$ cat config.mk
export PLATFORM = sky130hd
export DESIGN_NAME = mfft_combine_scheduler
export DESIGN_NICKNAME = d
export VERILOG_FILES = /design/src/rtl/mfft_pkg.sv /design/src/rtl/mfft_sched_delay.sv /design/src/rtl/mfft_combine_scheduler.sv
export SDC_FILE = /design/constraint.sdc
export NUM_CORES = 1
export LEC_CHECK = 0
export CAP_MARGIN = 15
export CORE_MARGIN = 2
export CORE_UTILIZATION = 40
export DETAILED_ROUTE_END_ITERATION = 6
export PLACE_DENSITY = 0.74
export SYNTH_ARGS = -nofsm -noshare
export SYNTH_HDL_FRONTEND = slang
export SYNTH_SLANG_ARGS = --single-unit
$ cat constraint.sdc
create_clock -name clk -period 1.2 [get_ports clk]
set_input_delay 0.24 -clock clk [delete_from_list [all_inputs] [get_ports clk]]
set_output_delay 0.24 -clock clk [all_outputs]
set_load 0.02 [all_outputs]
$ cat src/rtl/mfft_pkg.sv
// Shared definitions for the mixed-radix FFT combine stage: scheduler FSM
// state encoding and the twiddle index width.
package mfft_pkg;

  localparam int PHI_WIDTH = 16;

  typedef enum logic [1:0] {
    ST_IDLE  = 2'd0,
    ST_RUN   = 2'd1,
    ST_FLUSH = 2'd2
  } sched_state_e;

endpackage

$ cat src/rtl/mfft_sched_delay.sv
// Valid/index delay line matching the twiddle multiplier latency.
// Shifts only on advancing cycles so a downstream stall freezes every item
// in place. 'pending' reports items still inside the multiplier, i.e. in
// any stage except the last one (which emerges at the next advance).
module mfft_sched_delay #(
  parameter int DEPTH = 3,
  parameter int IDX_W = 3
) (
  input  logic             clk,
  input  logic             reset,
  input  logic             advance,
  input  logic             in_valid,
  input  logic [IDX_W-1:0] in_idx,
  output logic             out_valid,
  output logic [IDX_W-1:0] out_idx,
  output logic             pending
);

  localparam logic [DEPTH-1:0] LOW_MASK = DEPTH'((64'd1 << (DEPTH - 1)) - 64'd1);

  logic [DEPTH-1:0] valid_q;
  logic [IDX_W-1:0] idx_q [DEPTH];

  // Shift register of (valid, index) pairs, frozen while stalled.
  always_ff @(posedge clk or negedge reset) begin
    if (!reset) begin
      valid_q <= '0;
      for (int i = 0; i < DEPTH; i++) idx_q[i] <= '0;
    end else if (advance) begin
      valid_q[0] <= in_valid;
      idx_q[0]   <= in_idx;
      for (int i = 1; i < DEPTH; i++) begin
        valid_q[i] <= valid_q[i-1];
        idx_q[i]   <= idx_q[i-1];
      end
    end
  end

  assign out_valid = valid_q[DEPTH-1];
  assign out_idx   = idx_q[DEPTH-1];
  assign pending   = |(valid_q & LOW_MASK);

endmodule

$ cat src/rtl/mfft_combine_scheduler.sv
// Combine-stage scheduler: reads the odd sub-FFT into the twiddle
// multiplier, then reads the matching even sample when the product
// emerges, and flags the summer outputs k / k+NFFT/2.
// Optional build macro: MFFT_SCHED_PROTOCOL_CHECK_EN adds a sticky
// err_protocol output.
// Handshake: an edge with out_ready high is an "advancing" edge; only
// advancing edges move the schedule. On a non-advancing edge state,
// counters, phi and the delay line hold and all strobes drop to 0.
module mfft_combine_scheduler
  import mfft_pkg::*;
#(
  parameter int SIZE_BUFFER  = 3,
  parameter int MULT_LATENCY = 3
) (
  input  logic                   clk,
  input  logic                   reset,
  input  logic                   flag_complete_chet,
  input  logic                   flag_complete_Nchet,
  input  logic                   out_ready,
  output logic                   resiveFromNChet,
  output logic                   resiveFromChet,
  output logic                   enMult,
  output logic [PHI_WIDTH-1:0]   phi,
  output logic                   out_valid,
  output logic [SIZE_BUFFER-1:0] counterMultData2,
  output logic                   frame_done,
  output logic                   busy
`ifdef MFFT_SCHED_PROTOCOL_CHECK_EN
  ,
  output logic                   err_protocol
`endif
);

  localparam logic [SIZE_BUFFER-1:0] K_LAST =
    SIZE_BUFFER'((1 << (SIZE_BUFFER - 1)) - 1);

  sched_state_e           state_q, state_d;
  logic [SIZE_BUFFER-1:0] k_q, k_d;
  logic                   issue;
  logic                   frame_end;
  logic                   dl_valid, dl_pending;
  logic [SIZE_BUFFER-1:0] dl_idx;
  logic                   sum_v;
  logic [SIZE_BUFFER-1:0] sum_idx;

  mfft_sched_delay #(
    .DEPTH (MULT_LATENCY),
    .IDX_W (SIZE_BUFFER)
  ) u_delay (
    .clk       (clk),
    .reset     (reset),
    .advance   (out_ready),
    .in_valid  (issue),
    .in_idx    (k_q),
    .out_valid (dl_valid),
    .out_idx   (dl_idx),
    .pending   (dl_pending)
  );

  // State and odd-read counter registers.
  always_ff @(posedge clk or negedge reset) begin
    if (!reset) begin
      state_q <= ST_IDLE;
      k_q     <= '0;
    end else begin
      state_q <= state_d;
      k_q     <= k_d;
    end
  end

  // Next state: the transition out of IDLE already issues odd sample 0.
  always_comb begin
    state_d   = state_q;
    k_d       = k_q;
    issue     = 1'b0;
    frame_end = 1'b0;
    case (state_q)
      ST_IDLE, ST_RUN: begin
        if (out_ready && (state_q == ST_RUN ||
                          (flag_complete_chet && flag_complete_Nchet))) begin
          issue   = 1'b1;
          state_d = ST_RUN;
          if (k_q == K_LAST) begin
            k_d     = '0;
            state_d = ST_FLUSH;
          end else begin
            k_d = k_q + SIZE_BUFFER'(1);
          end
        end
      end
      ST_FLUSH: begin
        if (out_ready && sum_v && sum_idx == K_LAST) begin
          frame_end = 1'b1;
          state_d   = ST_IDLE;
        end
      end
      default: state_d = ST_IDLE;
    endcase
  end

  // Summer stage: one cycle after the even read of a sample.
  always_ff @(posedge clk or negedge reset) begin
    if (!reset) begin
      sum_v   <= 1'b0;
      sum_idx <= '0;
    end else if (out_ready) begin
      sum_v   <= dl_valid;
      sum_idx <= dl_idx;
    end
  end

  // Registered outputs; strobes drop on stalled cycles, phi/index hold.
  always_ff @(posedge clk or negedge reset) begin
    if (!reset) begin
      resiveFromNChet  <= 1'b0;
      resiveFromChet   <= 1'b0;
      enMult           <= 1'b0;
      phi              <= '0;
      out_valid        <= 1'b0;
      counterMultData2 <= '0;
      frame_done       <= 1'b0;
      busy             <= 1'b0;
    end else begin
      busy <= (state_d != ST_IDLE);
      if (out_ready) begin
        resiveFromNChet <= issue;
        enMult          <= issue | dl_pending;
        resiveFromChet  <= dl_valid;
        out_valid       <= sum_v;
        frame_done      <= frame_end;
        if (issue)                   phi <= PHI_WIDTH'(k_q);
        else if (state_d == ST_IDLE) phi <= '0;
        if (sum_v) counterMultData2 <= sum_idx;
      end else begin
        resiveFromNChet <= 1'b0;
        enMult          <= 1'b0;
        resiveFromChet  <= 1'b0;
        out_valid       <= 1'b0;
        frame_done      <= 1'b0;
      end
    end
  end

`ifdef MFFT_SCHED_PROTOCOL_CHECK_EN
  localparam int STALL_W = SIZE_BUFFER + 2;
  localparam logic [STALL_W-1:0] NFFT = STALL_W'(1 << SIZE_BUFFER);

  logic               flag_c_q, flag_n_q;
  logic [STALL_W-1:0] stall_cnt;

  // Sticky protocol error: a ready flag falling mid-frame, or the
  // downstream stalling the flush for more than NFFT cycles.
  always_ff @(posedge clk or negedge reset) begin
    if (!reset) begin
      flag_c_q     <= 1'b0;
      flag_n_q     <= 1'b0;
      stall_cnt    <= '0;
      err_protocol <= 1'b0;
    end else begin
      flag_c_q <= flag_complete_chet;
      flag_n_q <= flag_complete_Nchet;
      if (state_q == ST_FLUSH && !out_ready) begin
        if (stall_cnt <= NFFT) stall_cnt <= stall_cnt + STALL_W'(1);
      end else begin
        stall_cnt <= '0;
      end
      if ((state_q != ST_IDLE &&
           ((flag_c_q && !flag_complete_chet) ||
            (flag_n_q && !flag_complete_Nchet))) ||
          stall_cnt > NFFT)
        err_protocol <= 1'b1;
    end
  end
`endif

endmodule

==> results of run 1 <==
[per-layer routing]
layer  vias to the layer above  routed length [µm]  share of wire
met3                         6                 139          0.062
met1                       397                 908           0.41
met4                         0                  55          0.025
met2                        22                1130           0.51
met5                         -                   0              0
li1                        369                   -              -
[worst max-delay path: stages, from the launching register on]
cell and delay [ns]:
sky130_fd_sc_hd__dfrtp_1 0.37, sky130_fd_sc_hd__nand2_2 0.07, sky130_fd_sc_hd__or3_4 0.40, sky130_fd_sc_hd__a32o_1 0.26
[final timing paths]
kind,from,to,slack [ns],depth (start not counted)
max,sum_v$_DFFE_PN0P_,phi[2]$_DFFE_PN0P_,0.01,3
max in group asynchronous,reset,state_q[1]$_DFF_PN0_,0.76,2
max reg2reg,sum_v$_DFFE_PN0P_,phi[2]$_DFFE_PN0P_,0.01,3
min in group clk,flag_complete_chet,busy$_DFF_PN0_,0.41,3
min,reset,k_q[2]$_DFFE_PN0N_,0.26,2
min reg2reg,u_delay.out_idx[0]$_DFFE_PN0P_,sum_idx[0]$_DFFE_PN0P_,0.51,1
[synthesized netlist by cell type, drive strengths merged]
cell type / n
a21boi: 1
a21o: 2
o22ai: 1
a32o: 3
buf: 15
nor2b: 2
ha: 1
dfrtp: 33
o31a: 1
and2: 1
inv: 2
nand2: 3
a21oi: 1
a211oi: 1
o2bb2ai: 1
nand2b: 1
or3: 1
mux2: 19
a31oi: 1
conb: 1
nor2: 3
nor3: 2
[per-stage QoR]
step	instances	instance area, µm²
2_1_floorplan	108	1400
5_1_grt	175	1610
6_report	175	1610
3_3_place_gp	164	1590
3_5_place_dp	164	1590
4_1_cts	174	1600
[power by group through the flow]
| stage | Clock, µW | Sequential, µW | Combinational (µW) |
|---|---|---|---|
| 2_1_floorplan | 0 | 1840 | 601 |
| 3_5_place_dp | 0 | 1740 | 1240 |
| 5_1_grt | 665 | 1750 | 1380 |
| 4_1_cts | 606 | 1700 | 1250 |
| 6_report | 576 | 1700 | 1270 |
| 3_3_place_gp | 0 | 1720 | 1190 |
[state kept, by name, indices dropped and copies added (netlist names), 2 cells and up]
| name | cells |
|---|---|
| u_delay.valid_q | 3 |
| u_delay.idx_q | 6 |
| counterMultData2 | 3 |
| state_q | 2 |
| phi | 3 |
| k_q | 3 |
| sum_idx | 3 |
| u_delay.out_idx | 3 |
[final cells by class]
class / instances / area [µm²] / share of cell area
flip-flops and latches: 33 / 827 / 0.512
multi-input cells: 58 / 470 / 0.291
repair buffers: 28 / 203 / 0.126
well taps: 46 / 57.6 / 0.0357
clock buffers: 8 / 48.8 / 0.0302
inverters: 2 / 7.51 / 0.00465
[kinds of logic after synthesis]
group	synth area share
other	0.00278
buffers and inverters	0.0870
multiplexers	0.158
AND/OR/NAND/NOR	0.0611
flip-flops	0.611
adder cells (fa/ha/maj)	0.00926
AO/OA/AOI/OAI	0.0704
[what timing repair did]
item                                    in CTS  in global routing
setup buffers                                2                  1
pin swaps                                    7                  4
gates resized for setup                     52                  5
endpoints found under the setup margin      17                 10
==> flow_summary.yaml, run 1 <==
yosys:
  most_area_consuming_cells_after_synthesis: "sky130_fd_sc_hd__dfrtp_1 61%, sky130_fd_sc_hd__mux2_2 14%, sky130_fd_sc_hd__buf_4 7.8%, sky130_fd_sc_hd__a32o_1 2.2%, sky130_fd_sc_hd__mux2_1 1.7%"
  synthDistinctLibCells: 26
  synth.avg_cell_area_um2: 14.1
  yosys_register_bits: 33
  ys.warnings.count: 0
  mappedNetlistArea_um2: 1350
  synthDominantAreaCellType: "sky130_fd_sc_hd__dfrtp_1"
  synth_seq_area_share: 0.611
  syn-instance-count: 96
  synth.top_cell.area_share: 0.611
job:
  drv.max_cap_violation_count: 0
die:
  die_height_um: 62.1
  placementRows: 21
  die_area_um2: 3860
  floorplan.io_pins: 30
  initial_utilization: 0.411
  floorplan.core_area_um2: 3280
  die_w_um: 62.1
timing:
  setup_total_negative_slack_ns: 0
  period_share: 0.988
  fin_ws_ns: 0.0145
  final-setup-viol-count: 0
  drv_slew: 0
  rsz_0062_raised_after_global_routing: "true"
  clock.fmax_mhz: 844
  final.min_clock_period_ns: 1.19
  fin_worst_skew_ns: 0.00785
  holdWs_ns: 0.263
  final_count_of_hold_timing_violations: 0
place:
  port_buffer_count: 16
  dp.final_hpwl_um: 1550
  dp_slack_ns: -0.405
  routabilityCongestion: 0.722
worst_setup_path:
  crit_fanout: 4
  setup.worst_path.start_class: "register"
  endpoint_kind: "register"
  worst-endpoint-required_ns: 1.43
  worst_ep_arrival_time_ns: 1.41
  crit_type: "reg2reg"
detailed_routing:
  wl_per_cell_um: 12.8
  number_of_vias_per_cell_after_detailed_routing: 4.54
  dr.pass1.iters: 4
  drtAntennaViolNets: 0
  total_number_of_vias: 794
  drc: 0
  drtIter0Drc: 14
  drt_wl_total_um: 2230
layout:
  antennaDiodeCount: 0
  layout.cells.most_common_list: "32 x sky130_fd_sc_hd__dfrtp_1, 17 x sky130_fd_sc_hd__mux2_2, 13 x sky130_fd_sc_hd__conb_1, 12 x sky130_fd_sc_hd__buf_2, 10 x sky130_fd_sc_hd__buf_4"
  postLayoutCoreUtil: 0.491
  layout-drive-gt1-share: 0.419
  num-nets-final: 134
  layout_commonest_cell: "sky130_fd_sc_hd__dfrtp_1"
  syn2layout_area_growth_pct: 19.4
  fillerInstances: 305
pwr:
  power.ir.vdd_worst_mv: 0.624
  power_leakage_uw: 0.000812
  powerDensity_nw_per_um2: 2200
  p_int_uw: 2390
  sw_frac_of_total: 0.325
  pwr-share-clk: 0.162
  total_power_of_the_final_layout_uw: 3540
  total_switching_power_uw: 1150
  seq_pwr_share: 0.480
  comb_power_share: 0.358
global_route:
  grt-busiest-layer: "met2"
  first_global_vias: 863
  global_route.usage.met1: 0.148
  grt_remaining_overflow: 0
  grt_max_degree: 34
  initial_antenna_violation_count: 0
  global_route.usage.total: 0.139
  groute.layer.met3.usage: 0.0707
  grt_first_pass_wirelength_um: 4030
  groute.layer.met2.usage: 0.228
clocking:
  cts_made_buffers: 5
  clock_path_buffers: 2
  clk_root_buffer_cell: "sky130_fd_sc_hd__clkbuf_4"
  worst_skew_pair.late_latency_ns: 0.33
  tritoncts: "built"
  hold_buffers: 0
  cts.sinks: 33
  cts.clk_slew.worst_paths_ns: 0.10
  cts_htree_levels: 2
hold_path:
  timing.hold.worst.class: "in2async"
status:
  run_status: "completed"
Power figures use the tool's default switching activity.
==> inputs of run 2 (changes only) <==
- GPL_ROUTABILITY_DRIVEN: default -> 0
- SYNTH_HIERARCHICAL: default -> 1
==> run 2 against run 1 <==
- the flow now finishes with violations (setup timing)
- critical path depth decreased by 1
- clock power is 7.6% higher
- clock-buffer cell count down 1
- wire length grew 15%
- largest power group unchanged
- non-clock buffer count up 7
- via count is 6.2% higher
- first-iteration DRC count rose to 4.3 times the previous value
- total power increased by 9.9%
- combinational power increased by 24%
- sequential power about the same
- cell count rose by 4.0%
- highest routed layer unchanged
- global-route usage increased by 1.4 points
==> flow_summary.yaml, run 2 <==
yosys:
  yosys_register_bits: 33
  syn-instance-count: 100
  synth_seq_area_share: 0.574
  synth.top_cell.area_share: 0.574
  synthDistinctLibCells: 28
  synthDominantAreaCellType: "sky130_fd_sc_hd__dfrtp_1"
  most_area_consuming_cells_after_synthesis: "sky130_fd_sc_hd__dfrtp_1 57%, sky130_fd_sc_hd__mux2_4 10%, sky130_fd_sc_hd__mux2_2 8.6%, sky130_fd_sc_hd__buf_4 8.4%, sky130_fd_sc_hd__a32o_1 2.1%"
  yosys_most_used_dff: "sky130_fd_sc_hd__dfrtp_1"
  yosys.cell_count.top_type: "sky130_fd_sc_hd__dfrtp_1"
  synth.avg_cell_area_um2: 14.4
  mappedNetlistArea_um2: 1440
  netlist_top_cells_count: "33 x sky130_fd_sc_hd__dfrtp_1, 16 x sky130_fd_sc_hd__buf_4, 11 x sky130_fd_sc_hd__mux2_2"
  synth_enable_flop_cells: 0
  async_flop_share: 1.00
  ys.warnings.count: 6
layout:
  registers.top_by_ff_count: "u_delay/idx_q"
  antennaDiodeCount: 0
  syn2layout_area_growth_pct: 20.9
  layout.cells.most_common_list: "32 x sky130_fd_sc_hd__dfrtp_1, 17 x sky130_fd_sc_hd__buf_4, 13 x sky130_fd_sc_hd__conb_1, 12 x sky130_fd_sc_hd__mux2_4, 12 x sky130_fd_sc_hd__buf_2"
  max_reg_flops: 6
  num-nets-final: 142
  layout-drive-gt1-share: 0.493
  finalNonFillerCells: 182
  fin_area_um2: 1740
  layout_commonest_cell: "sky130_fd_sc_hd__dfrtp_1"
  fillerInstances: 298
detailed_routing:
  drtIter0Drc: 60
  wl_per_cell_um: 14.1
  drc: 0
  drtAntennaViolNets: 0
  dr.pass1.iters: 6
  number_of_vias_per_cell_after_detailed_routing: 4.63
  drt_wl_total_um: 2570
  total_number_of_vias: 843
worst_setup_path:
  crit_type: "reg2reg"
  worst-path-buf-inv: 0
  slowest_stage: "sky130_fd_sc_hd__dfrtp_2"
  worst_ep_arrival_time_ns: 1.43
  worst-endpoint-required_ns: 1.42
  setup.worst_path.start_class: "register"
  path_cells: "nor3b_4, mux2_4"
  endpoint_kind: "register"
  critical_path.reg2reg.startpoint: "state_q[1]$_DFF_PN0_"
  worst-r2r-setup-slack_ns: -0.01
  cells_on_worst_reg2reg_path: 2
  crit_fanout: 3
  critPathMaxStageDelay_ns: 0.44
  worst_path_dominant_cell_family: "flip-flops"
  critical_path.reg2reg.endpoint: "k_q[0]$_DFFE_PN0P_"
timing:
  final-setup-viol-count: 2
  clock.fmax_mhz: 826
  final_count_of_hold_timing_violations: 0
  final.min_clock_period_ns: 1.21
  fin_ws_ns: -0.0104
  drv_slew: 0
  fin_worst_skew_ns: 0.00609
  rsz_0062_raised_after_global_routing: "true"
  period_share: 1.01
place:
  port_buffer_count: 16
  placedCellCount: 170
  dp.final_hpwl_um: 1670
  dpl_cell_area_um2: 1680
  dp_slack_ns: -0.475
die:
  floorplan.io_pins: 30
  placementRows: 21
  floorplan.core_area_um2: 3390
  die_w_um: 64.0
  die_height_um: 64.0
  initial_utilization: 0.424
  die_area_um2: 4090
global_route:
  global_route.usage.total: 0.153
  grt_remaining_overflow: 0
  grt_first_pass_wirelength_um: 4600
  grt_max_degree: 34
  initial_antenna_violation_count: 0
  first_global_vias: 918
clocking:
  cts.clk_slew.worst_paths_ns: 0.09
  worst_skew_pair.late_latency_ns: 0.33
  clk_root_buffer_cell: "sky130_fd_sc_hd__clkbuf_4"
  cts_htree_levels: 2
  clock_path_buffers: 2
  tritoncts: "built"
  cts.sinks: 33
  cts_made_buffers: 5
pwr:
  power_leakage_uw: 0.000890
  powerDensity_nw_per_um2: 2240
  power.ir.vdd_worst_mv: 0.502
status:
  run_status: "finished, violations left"
  violations: "setup timing"
job:
  drv.max_cap_violation_count: 0
hold_path:
  timing.hold.worst.class: "in2async"
-- run 2: changes by cell type after synthesis, moves of 2 or more --
cell,previous run,this run
sky130_fd_sc_hd__a21o_1,2,0
sky130_fd_sc_hd__mux2_2,17,11
sky130_fd_sc_hd__mux2_4,0,10
sky130_fd_sc_hd__mux2_1,2,0
sky130_fd_sc_hd__buf_4,14,16
-- run 2: what timing repair did --
item | 4_1_cts | 5_1_grt
cloned | 0 | 0
gates resized for setup | 52 | 7
hold buffers | 0 | 0
setup buffers | 5 | 0
pin swaps | 2 | 2
setup endpoints to repair | 33 | 14
-- run 2: kinds of logic after synthesis --
group                    synth area share
flip-flops                          0.574
multiplexers                        0.191
buffers and inverters              0.0975
AND/OR/NAND/NOR                    0.0688
AO/OA/AOI/OAI                      0.0575
adder cells (fa/ha/maj)           0.00870
other                             0.00261
-- run 2: final cells by class --
class / count / area, µm² / share of cell area
sequential: 33 / 827 / 0.476
multi-input combinational: 60 / 539 / 0.310
inverter: 1 / 3.75 / 0.00216
timing repair buffer: 35 / 255 / 0.147
clock buffer: 7 / 55.1 / 0.0317
tap: 46 / 57.6 / 0.0331
-- run 2: through the flow --
step                      power, µW   util  hold slack (ns)  setup TNS [ns]
after CTS                      3910  0.516            0.265         -0.0104
after global placement         3140  0.496            0.491          -10.35
after floorplan                2600      -          -0.0556        -0.00686
after global routing           4180  0.513            0.266          -0.246
after detailed placement       3200  0.496            0.496          -10.76
final                          3900  0.513            0.271         -0.0131
-- run 2: how the worst max path moves through the flow --
stage                                    start                             end  cells past startpoint
after CTS                 state_q[1]$_DFF_PN0_              k_q[0]$_DFFE_PN0P_                      2
after detailed placement             out_ready              phi[2]$_DFFE_PN0P_                      4
after floorplan           state_q[1]$_DFF_PN0_              k_q[0]$_DFFE_PN0P_                      2
after global placement               out_ready              phi[0]$_DFFE_PN0P_                      4
after global routing      state_q[0]$_DFF_PN0_  u_delay/valid_q[0]$_DFFE_PN0P_                      4
final                     state_q[1]$_DFF_PN0_              k_q[0]$_DFFE_PN0P_                      2
-- run 2: routing by layer --
metal,wire [µm],GRT usage,part of all wire,up-vias
met4,48,0.0652,0.019,0
li1,-,-,-,388
met1,963,0.171,0.37,421
met5,0,0,0,-
met2,1400,0.258,0.54,29
met3,165,0.0581,0.064,5
-- run 2: where the power goes --
group	leakage [µW]	internal (µW)	switching, µW
combinational	0.000433	889	682
sequential	0.000425	1490	220
clock	0.0000314	276	343
total	0.000890	2650	1250
